### config.mk
export PLATFORM = sky130hd
export DESIGN_NAME = mem_bus_arbiter
export DESIGN_NICKNAME = d
export VERILOG_FILES = /design/src/rtl/mem_pkg.sv /design/src/rtl/mem_arb_tag_pipe.sv /design/src/rtl/mem_bus_arbiter.sv
export SDC_FILE = /design/constraint.sdc
export NUM_CORES = 1
export LEC_CHECK = 0
export ABC_AREA = 1
export ABC_CLOCK_PERIOD_IN_PS = 1900
export CORE_AREA = 4 4 120 122
export DETAILED_ROUTE_END_ITERATION = 8
export DIE_AREA = 0 0 124 126
export SYNTH_ARGS = -nofsm -noshare
export SYNTH_HDL_FRONTEND = slang
export SYNTH_SLANG_ARGS = --single-unit
### constraint.sdc
create_clock -name clk -period 1.9 [get_ports clk]
set_input_delay 0.19 -clock clk [delete_from_list [all_inputs] [get_ports clk]]
set_output_delay 0.19 -clock clk [all_outputs]
set_load 0.005 [all_outputs]
### src/rtl/mem_pkg.sv
// Shared memory-bus types: requester port identifiers, read-tag records and latency limit.
package mem_pkg;

  typedef enum logic {
    PORT_IFETCH = 1'b0,
    PORT_DATA   = 1'b1
  } mem_port_e;

  typedef struct packed {
    logic      valid;
    mem_port_e port;
  } mem_tag_t;

  localparam int MEM_ARB_MAX_LATENCY = 4;

  function automatic mem_port_e other_port(input mem_port_e p);
    return (p == PORT_IFETCH) ? PORT_DATA : PORT_IFETCH;
  endfunction

endpackage

### src/rtl/mem_arb_tag_pipe.sv
// Fixed-depth shift register of read tags; a synchronous flush clears only the valid bits.
module mem_arb_tag_pipe
  import mem_pkg::*;
#(
  parameter int STAGES = 1
) (
  input  logic     clk,
  input  logic     rst,
  input  mem_tag_t tag_in,
  output mem_tag_t tag_out
);

  logic      [STAGES-1:0] vld_p;
  mem_port_e              port_p [STAGES];

  always_ff @(posedge clk) begin
    if (rst) begin
      vld_p <= '0;
    end else begin
      vld_p[0] <= tag_in.valid;
      for (int i = 1; i < STAGES; i++) begin
        vld_p[i] <= vld_p[i-1];
      end
    end
  end

  // Port ids are qualified by vld_p, so they need no reset.
  always_ff @(posedge clk) begin
    port_p[0] <= tag_in.port;
    for (int i = 1; i < STAGES; i++) begin
      port_p[i] <= port_p[i-1];
    end
  end

  assign tag_out.valid = vld_p[STAGES-1];
  assign tag_out.port  = port_p[STAGES-1];

endmodule

### src/rtl/mem_bus_arbiter.sv
// Two-port memory arbiter (ifetch / data) with a fixed-latency read-tag pipeline.
// Define MEM_ARB_DATA_PRIO_EN for fixed data-port priority instead of round-robin.
module mem_bus_arbiter
  import mem_pkg::*;
#(
  parameter int READ_LATENCY = 1,
  parameter int ADDR_W       = 32,
  parameter int DATA_W       = 32
) (
  input  logic                clk,
  input  logic                rst,
  input  logic                req0,
  input  logic                we0,
  input  logic [ADDR_W-1:0]   addr0,
  input  logic [DATA_W-1:0]   wdata0,
  input  logic [DATA_W/8-1:0] be0,
  input  logic                req1,
  input  logic                we1,
  input  logic [ADDR_W-1:0]   addr1,
  input  logic [DATA_W-1:0]   wdata1,
  input  logic [DATA_W/8-1:0] be1,
  output logic                gnt0,
  output logic                gnt1,
  output logic                rvalid0,
  output logic                rvalid1,
  output logic [DATA_W-1:0]   rdata0,
  output logic [DATA_W-1:0]   rdata1,
  output logic [ADDR_W-1:0]   address,
  output logic                read_enable,
  output logic                write_enable,
  output logic [DATA_W-1:0]   write_data,
  output logic [DATA_W/8-1:0] byte_enables,
  input  logic [DATA_W-1:0]   read_data
);

  logic     grant0;
  logic     grant1;
  mem_tag_t tag_issue;
  mem_tag_t tag_resp;

`ifdef MEM_ARB_DATA_PRIO_EN
  always_comb begin
    grant0 = !rst && req0 && !req1;
    grant1 = !rst && req1;
  end
`else
  mem_port_e last_gnt;
  mem_port_e rr_pick;

  always_comb begin
    grant0  = 1'b0;
    grant1  = 1'b0;
    rr_pick = other_port(last_gnt);
    if (!rst) begin
      if (req0 && req1) begin
        grant0 = (rr_pick == PORT_IFETCH);
        grant1 = (rr_pick == PORT_DATA);
      end else begin
        grant0 = req0;
        grant1 = req1;
      end
    end
  end

  always_ff @(posedge clk) begin
    if (rst) begin
      last_gnt <= PORT_DATA;
    end else if (grant0) begin
      last_gnt <= PORT_IFETCH;
    end else if (grant1) begin
      last_gnt <= PORT_DATA;
    end
  end
`endif

  assign gnt0 = grant0;
  assign gnt1 = grant1;

  // Granted port drives the memory; idle cycles present an all-zero bus.
  always_comb begin
    address         = '0;
    write_data      = '0;
    byte_enables    = '0;
    read_enable     = 1'b0;
    write_enable    = 1'b0;
    tag_issue.valid = 1'b0;
    tag_issue.port  = PORT_IFETCH;
    if (grant0) begin
      address         = addr0;
      write_data      = wdata0;
      byte_enables    = be0;
      read_enable     = !we0;
      write_enable    = we0;
      tag_issue.valid = !we0;
      tag_issue.port  = PORT_IFETCH;
    end else if (grant1) begin
      address         = addr1;
      write_data      = wdata1;
      byte_enables    = be1;
      read_enable     = !we1;
      write_enable    = we1;
      tag_issue.valid = !we1;
      tag_issue.port  = PORT_DATA;
    end
  end

  mem_arb_tag_pipe #(
    .STAGES (READ_LATENCY)
  ) u_tag_pipe (
    .clk     (clk),
    .rst     (rst),
    .tag_in  (tag_issue),
    .tag_out (tag_resp)
  );

  // rst also masks the pipe output so a read issued just before reset is never answered.
  always_comb begin
    rvalid0 = !rst && tag_resp.valid && (tag_resp.port == PORT_IFETCH);
    rvalid1 = !rst && tag_resp.valid && (tag_resp.port == PORT_DATA);
    rdata0  = rvalid0 ? read_data : '0;
    rdata1  = rvalid1 ? read_data : '0;
  end

  a_latency_range: assert property (@(posedge clk)
    (READ_LATENCY >= 1) && (READ_LATENCY <= MEM_ARB_MAX_LATENCY));
  a_one_strobe: assert property (@(posedge clk) !(read_enable && write_enable));
  a_req0_hold: assert property (@(posedge clk) disable iff (rst)
    (req0 && !gnt0) |=> req0);
  a_req1_hold: assert property (@(posedge clk) disable iff (rst)
    (req1 && !gnt1) |=> req1);

endmodule

### Word-level counts from Yosys, hierarchy flattened

Memories as Yosys holds them, arrays and structs flattened.
Index checks and enable logic that the tools add are counted.

* muxes and demuxes: 21
* bitwise operators: 1
* reductions and logical operators: 8

Operators by type and width (number)
* $mux 32: 6
* $mux 1: 11
* $mux 4: 2
* $logic_and 1x1->1: 4
* $mux 2: 2
* $logic_not 1->1: 3
* $reduce_bool 2->1: 1
* $not 1->1: 1

* flip-flop bits (word level): 2
* memory bits (writable): 1
* input bits: 174
* memories kept: 1

Memory list
* u_tag_pipe.port_p: depth 1, bits a word 1, read ports 1, clocked after Yosys merged registers in 0, wr ports 1, line mem_arb_tag_pipe.sv:14 `mem_port_e port_p [STAGES];`

### Logic depth before layout (Yosys ltp)

* depth after elaboration: 5
* gate-level depth with buffers: 5
* depth with buffers taken out: 4

### By module

A second synthesis with hierarchy kept.

* cell total of the unflattened synthesis: 370
* area total of the unflattened synthesis: 1809.2 um2

Modules (own cells, without submodules)
* mem_bus_arbiter: instances 1, cells an instance 364, area each 1744.2 um2, seq. area each 20.0 um2
* mem_arb_tag_pipe: instances 1, cells an instance 6, area each 65.1 um2, seq. area each 40.0 um2

### Least setup slack after synthesis

OpenSTA, ideal clock, no wires.

* kind: reg-to-output
* start point: register last_gnt
* end point: output read_enable
* arrival time: 872 ps
* data required time: 1710 ps
* setup slack: 838 ps
* cell stages (with the launch flop): 6
* path through: dfxtp_1 inv_1 nand2_1 buf_2 nand3_1 nand2_1

* cells in the longest elaborated chain, start to end: 5
* elaborated cells on any way between the ends: 7

Ends and longest elaborated chain
* from (decl): line mem_bus_arbiter.sv:47 `mem_port_e last_gnt;`
* from (signal assigned): line mem_bus_arbiter.sv:67 `last_gnt <= PORT_DATA;`
* from (signal assigned): line mem_bus_arbiter.sv:69 `last_gnt <= PORT_IFETCH;`
* from (signal assigned): line mem_bus_arbiter.sv:71 `last_gnt <= PORT_DATA;`
* $mux 1: line mem_pkg.sv:17 `return (p == PORT_IFETCH) ? PORT_DATA : PORT_IFETCH;`
* $mux 1: line mem_bus_arbiter.sv:55 `if (req0 && req1) begin`
* $mux 1: line mem_bus_arbiter.sv:54 `if (!rst) begin`
* $mux 1: line mem_bus_arbiter.sv:96 `end else if (grant1) begin`
* $mux 1 *: line mem_bus_arbiter.sv:88 `if (grant0) begin`
* to (decl): line mem_bus_arbiter.sv:29 `output logic read_enable,`

Mark *: on every way between the ends. The rest lies on a longest branch, timed or not.

### Final worst setup path

* start point: input rst
* end point: output rdata1[15]

* cells in the longest elaborated chain, start to end: 4

Ends and longest elaborated chain
* from (decl): line mem_bus_arbiter.sv:11 `input logic rst,`
* $logic_not 1->1: line mem_bus_arbiter.sv:119 `rvalid1 = !rst && tag_resp.valid && (tag_resp.port == PORT_DATA);`
* $logic_and 1x1->1 (2 in series): line mem_bus_arbiter.sv:119
* $mux 32: line mem_bus_arbiter.sv:121 `rdata1 = rvalid1 ? read_data : '0;`
* to (decl): line mem_bus_arbiter.sv:27 `output logic [DATA_W-1:0] rdata1,`

No other way between the ends.

==> out/results.ini <==
[grt]
first_global_vias=3764
grt_max_degree=34
gr-total-overflow=0
grt_pass1_wl_um=19300
grtUsageTotal=0.155
antenna_found_initial=0

[route]
vias=3741
routedWlPerCell_um=15.7
routed_wirelength_um=13500
drt_first_pass_iters=5
via_per_inst=4.35
drc=0
drtAntennaViolNets=0
drt_iter0_markers=165

[cells_and_area]
layout-drive-gt1-share=0.0716
area_growth_pct=226
final_cell_mix=238 x clkdlybuf4s50_1, 140 x nand3_1, 72 x nand2_1
final_common_cell=clkdlybuf4s50_1
num-nets-final=859
n_antenna_cell=0

[die]
num_rows=42
start_util=0.127
die_y_um=126
die_area_um2=15600
fp.coreArea_um2=13200
chipWidth_um=124
io-pin-count=312

[power]
irDropWorstVdd_uv=239
p_int_w=0.000980
p_sw_w=0.000441
p_per_area_nw_per_um2=260
p_leak_nw=3.01
clockPowerShare=0.238
pwr-share-seq=0.051
swShare=0.310
p_comb_frac=0.711

[critical_path]
ff2ff_setup_slack_ns=0.89
r2r-start=last_gnt
critPathArrivalTime_ns=1.63
critPathLaunchType=input port
crit_type=input port to primary output
r2r_end=u_tag_pipe.vld_p
end_kind=primary output
path_max_fanout=33
required_ns=1.71
reg2regPathDepth=4

[timing]
finalCritPeriodShare=0.957
hold_ws_ns=0.567
post-route-min-period_ns=1.82
final_max_slew_viol_count=0
setup_viol=0
hold_viol_final=0
worst_pin_slew_ns=0.287
fin_skew_ns=0.000576
setup_ws_ns=0.0815
slew_headroom=0.809
max_freq_mhz=550
final.setup.tns_ns=0

[yosys]
yosys_warnings=0
synth_area_leaders=nand3_1 42%, nand2_1 17%, nor2_1 15%, buf_2 10%, inv_1 8.5%
ys_ff_latch=3
syn-num-nets=541
syn_avg_cell_area_um2=4.58
ys_seq_area_frac=0.0357
synth_top_area_frac=0.417
post_synth_num_cell_types=12
synthesis.instances=367
netlist_area_um2=1680
synth_top_area_cell=nand3_1

[clock_tree]
cts_inserted_buffers=3
tritoncts=done
root_buffer=clkbuf_16
numClockSinks=3
insertion_delay_ns=0.23
clkTransAtPathRegs_ns=0.03
htreeDepth=1
cts_buffer_depth=2

[hold_path]
hp-class=input port to flip-flop
whs_path_depth=4
min-delay-start=req1
hold_end=last_gnt

[placed_design]
dp_slack_ns=-0.256
portBuffers=311
dpl.hpwl_um=9850
gp_congestion=0.912

[job]
cap_viol_max_count=0

[run_status]
outcome=complete, no violations

[worst max-delay path, stage by stage]
cell	delay [ns]
dlygate4sd2_1	0.32
inv_2	0.12
nand3_2	0.09
buf_12	0.17
nor2_1	0.19
clkdlybuf4s50_1	0.54
[layer usage]
layer,up-vias,global-route usage,wire (um)
met5,-,0,0
met4,0,0.0503,331
met3,24,0.0372,1500
met2,234,0.286,6730
met1,1672,0.170,4920
li1,1811,-,-
[registers in the layout (all words and copies together) (netlist names)]
| register | count |
|---|---|
| last_gnt | 1 |
| u_tag_pipe.port_p | 1 |
| u_tag_pipe.vld_p | 1 |
[synth_stat cells]
master,number
nand3_1,140
nand2_1,75
nor2_1,69
inv_1,38
buf_2,34
dfxtp_1,3
inv_2,2
nor2_4,2
buf_6,1
nand3_2,1
nand3b_2,1
nor3_1,1
[area by class of cell]
class / count / area (um2)
clock buffers: 4 / 78.8
fillers: 1375 / 7710
inverters: 40 / 150
multi-input cells: 289 / 1310
flip-flops and latches: 3 / 60.1
well taps: 176 / 220
repair buffers: 348 / 3660
[repair_timing]
item	4_1_cts	5_1_grt
hold buffers	0	0
setup endpoints to repair	138	24
pin swaps	2	1
resized for setup	63	31
setup buffers	6	4
cloned	5	2
[power groups by stage]
stage / registers, W / logic, W / clock network (W)
detailed placement: 0.0000725 / 0.000977 / 0
global route: 0.0000727 / 0.00109 / 0.000353
CTS: 0.0000724 / 0.00101 / 0.000347
global placement: 0.0000725 / 0.000969 / 0
finish: 0.0000724 / 0.00101 / 0.000339
floorplan: 0.0000717 / 0.000267 / 0
[worst max-delay path by stage]
stage | depth (start not counted) | slack, ns | end | startpoint
final | 6 | 0.08 | rdata1[15] | rst
after global routing | 9 | -0.0009 | write_data[14] | req0
after CTS | 8 | -0.15 | write_data[4] | req0
after detailed placement | 6 | -0.26 | byte_enables[1] | rst
after global placement | 6 | -0.23 | byte_enables[1] | rst
after floorplan | 5 | 0.84 | read_enable | last_gnt
[kinds of logic (layout without fill, tap and decap cells)]
| kind of cell | after synthesis | after routing | share of synthesized area |
|---|---|---|---|
| AND/OR/NAND/NOR | 289 | 289 | 0.767 |
| flip-flops | 3 | 3 | 0.0357 |
| buffers and inverters | 75 | 392 | 0.197 |
[stage by stage]
step / utilization / instance area [um2] / total power, W / cells
floorplan: - / 1680 / 0.000339 / 367
global placement: 0.385 / 5080 / 0.00104 / 839
detailed placement: 0.385 / 5080 / 0.00105 / 839
CTS: 0.403 / 5320 / 0.00143 / 854
global route: 0.415 / 5480 / 0.00152 / 860
finish: 0.415 / 5480 / 0.00142 / 860
No activity file was read; power rests on OpenSTA's default activity.
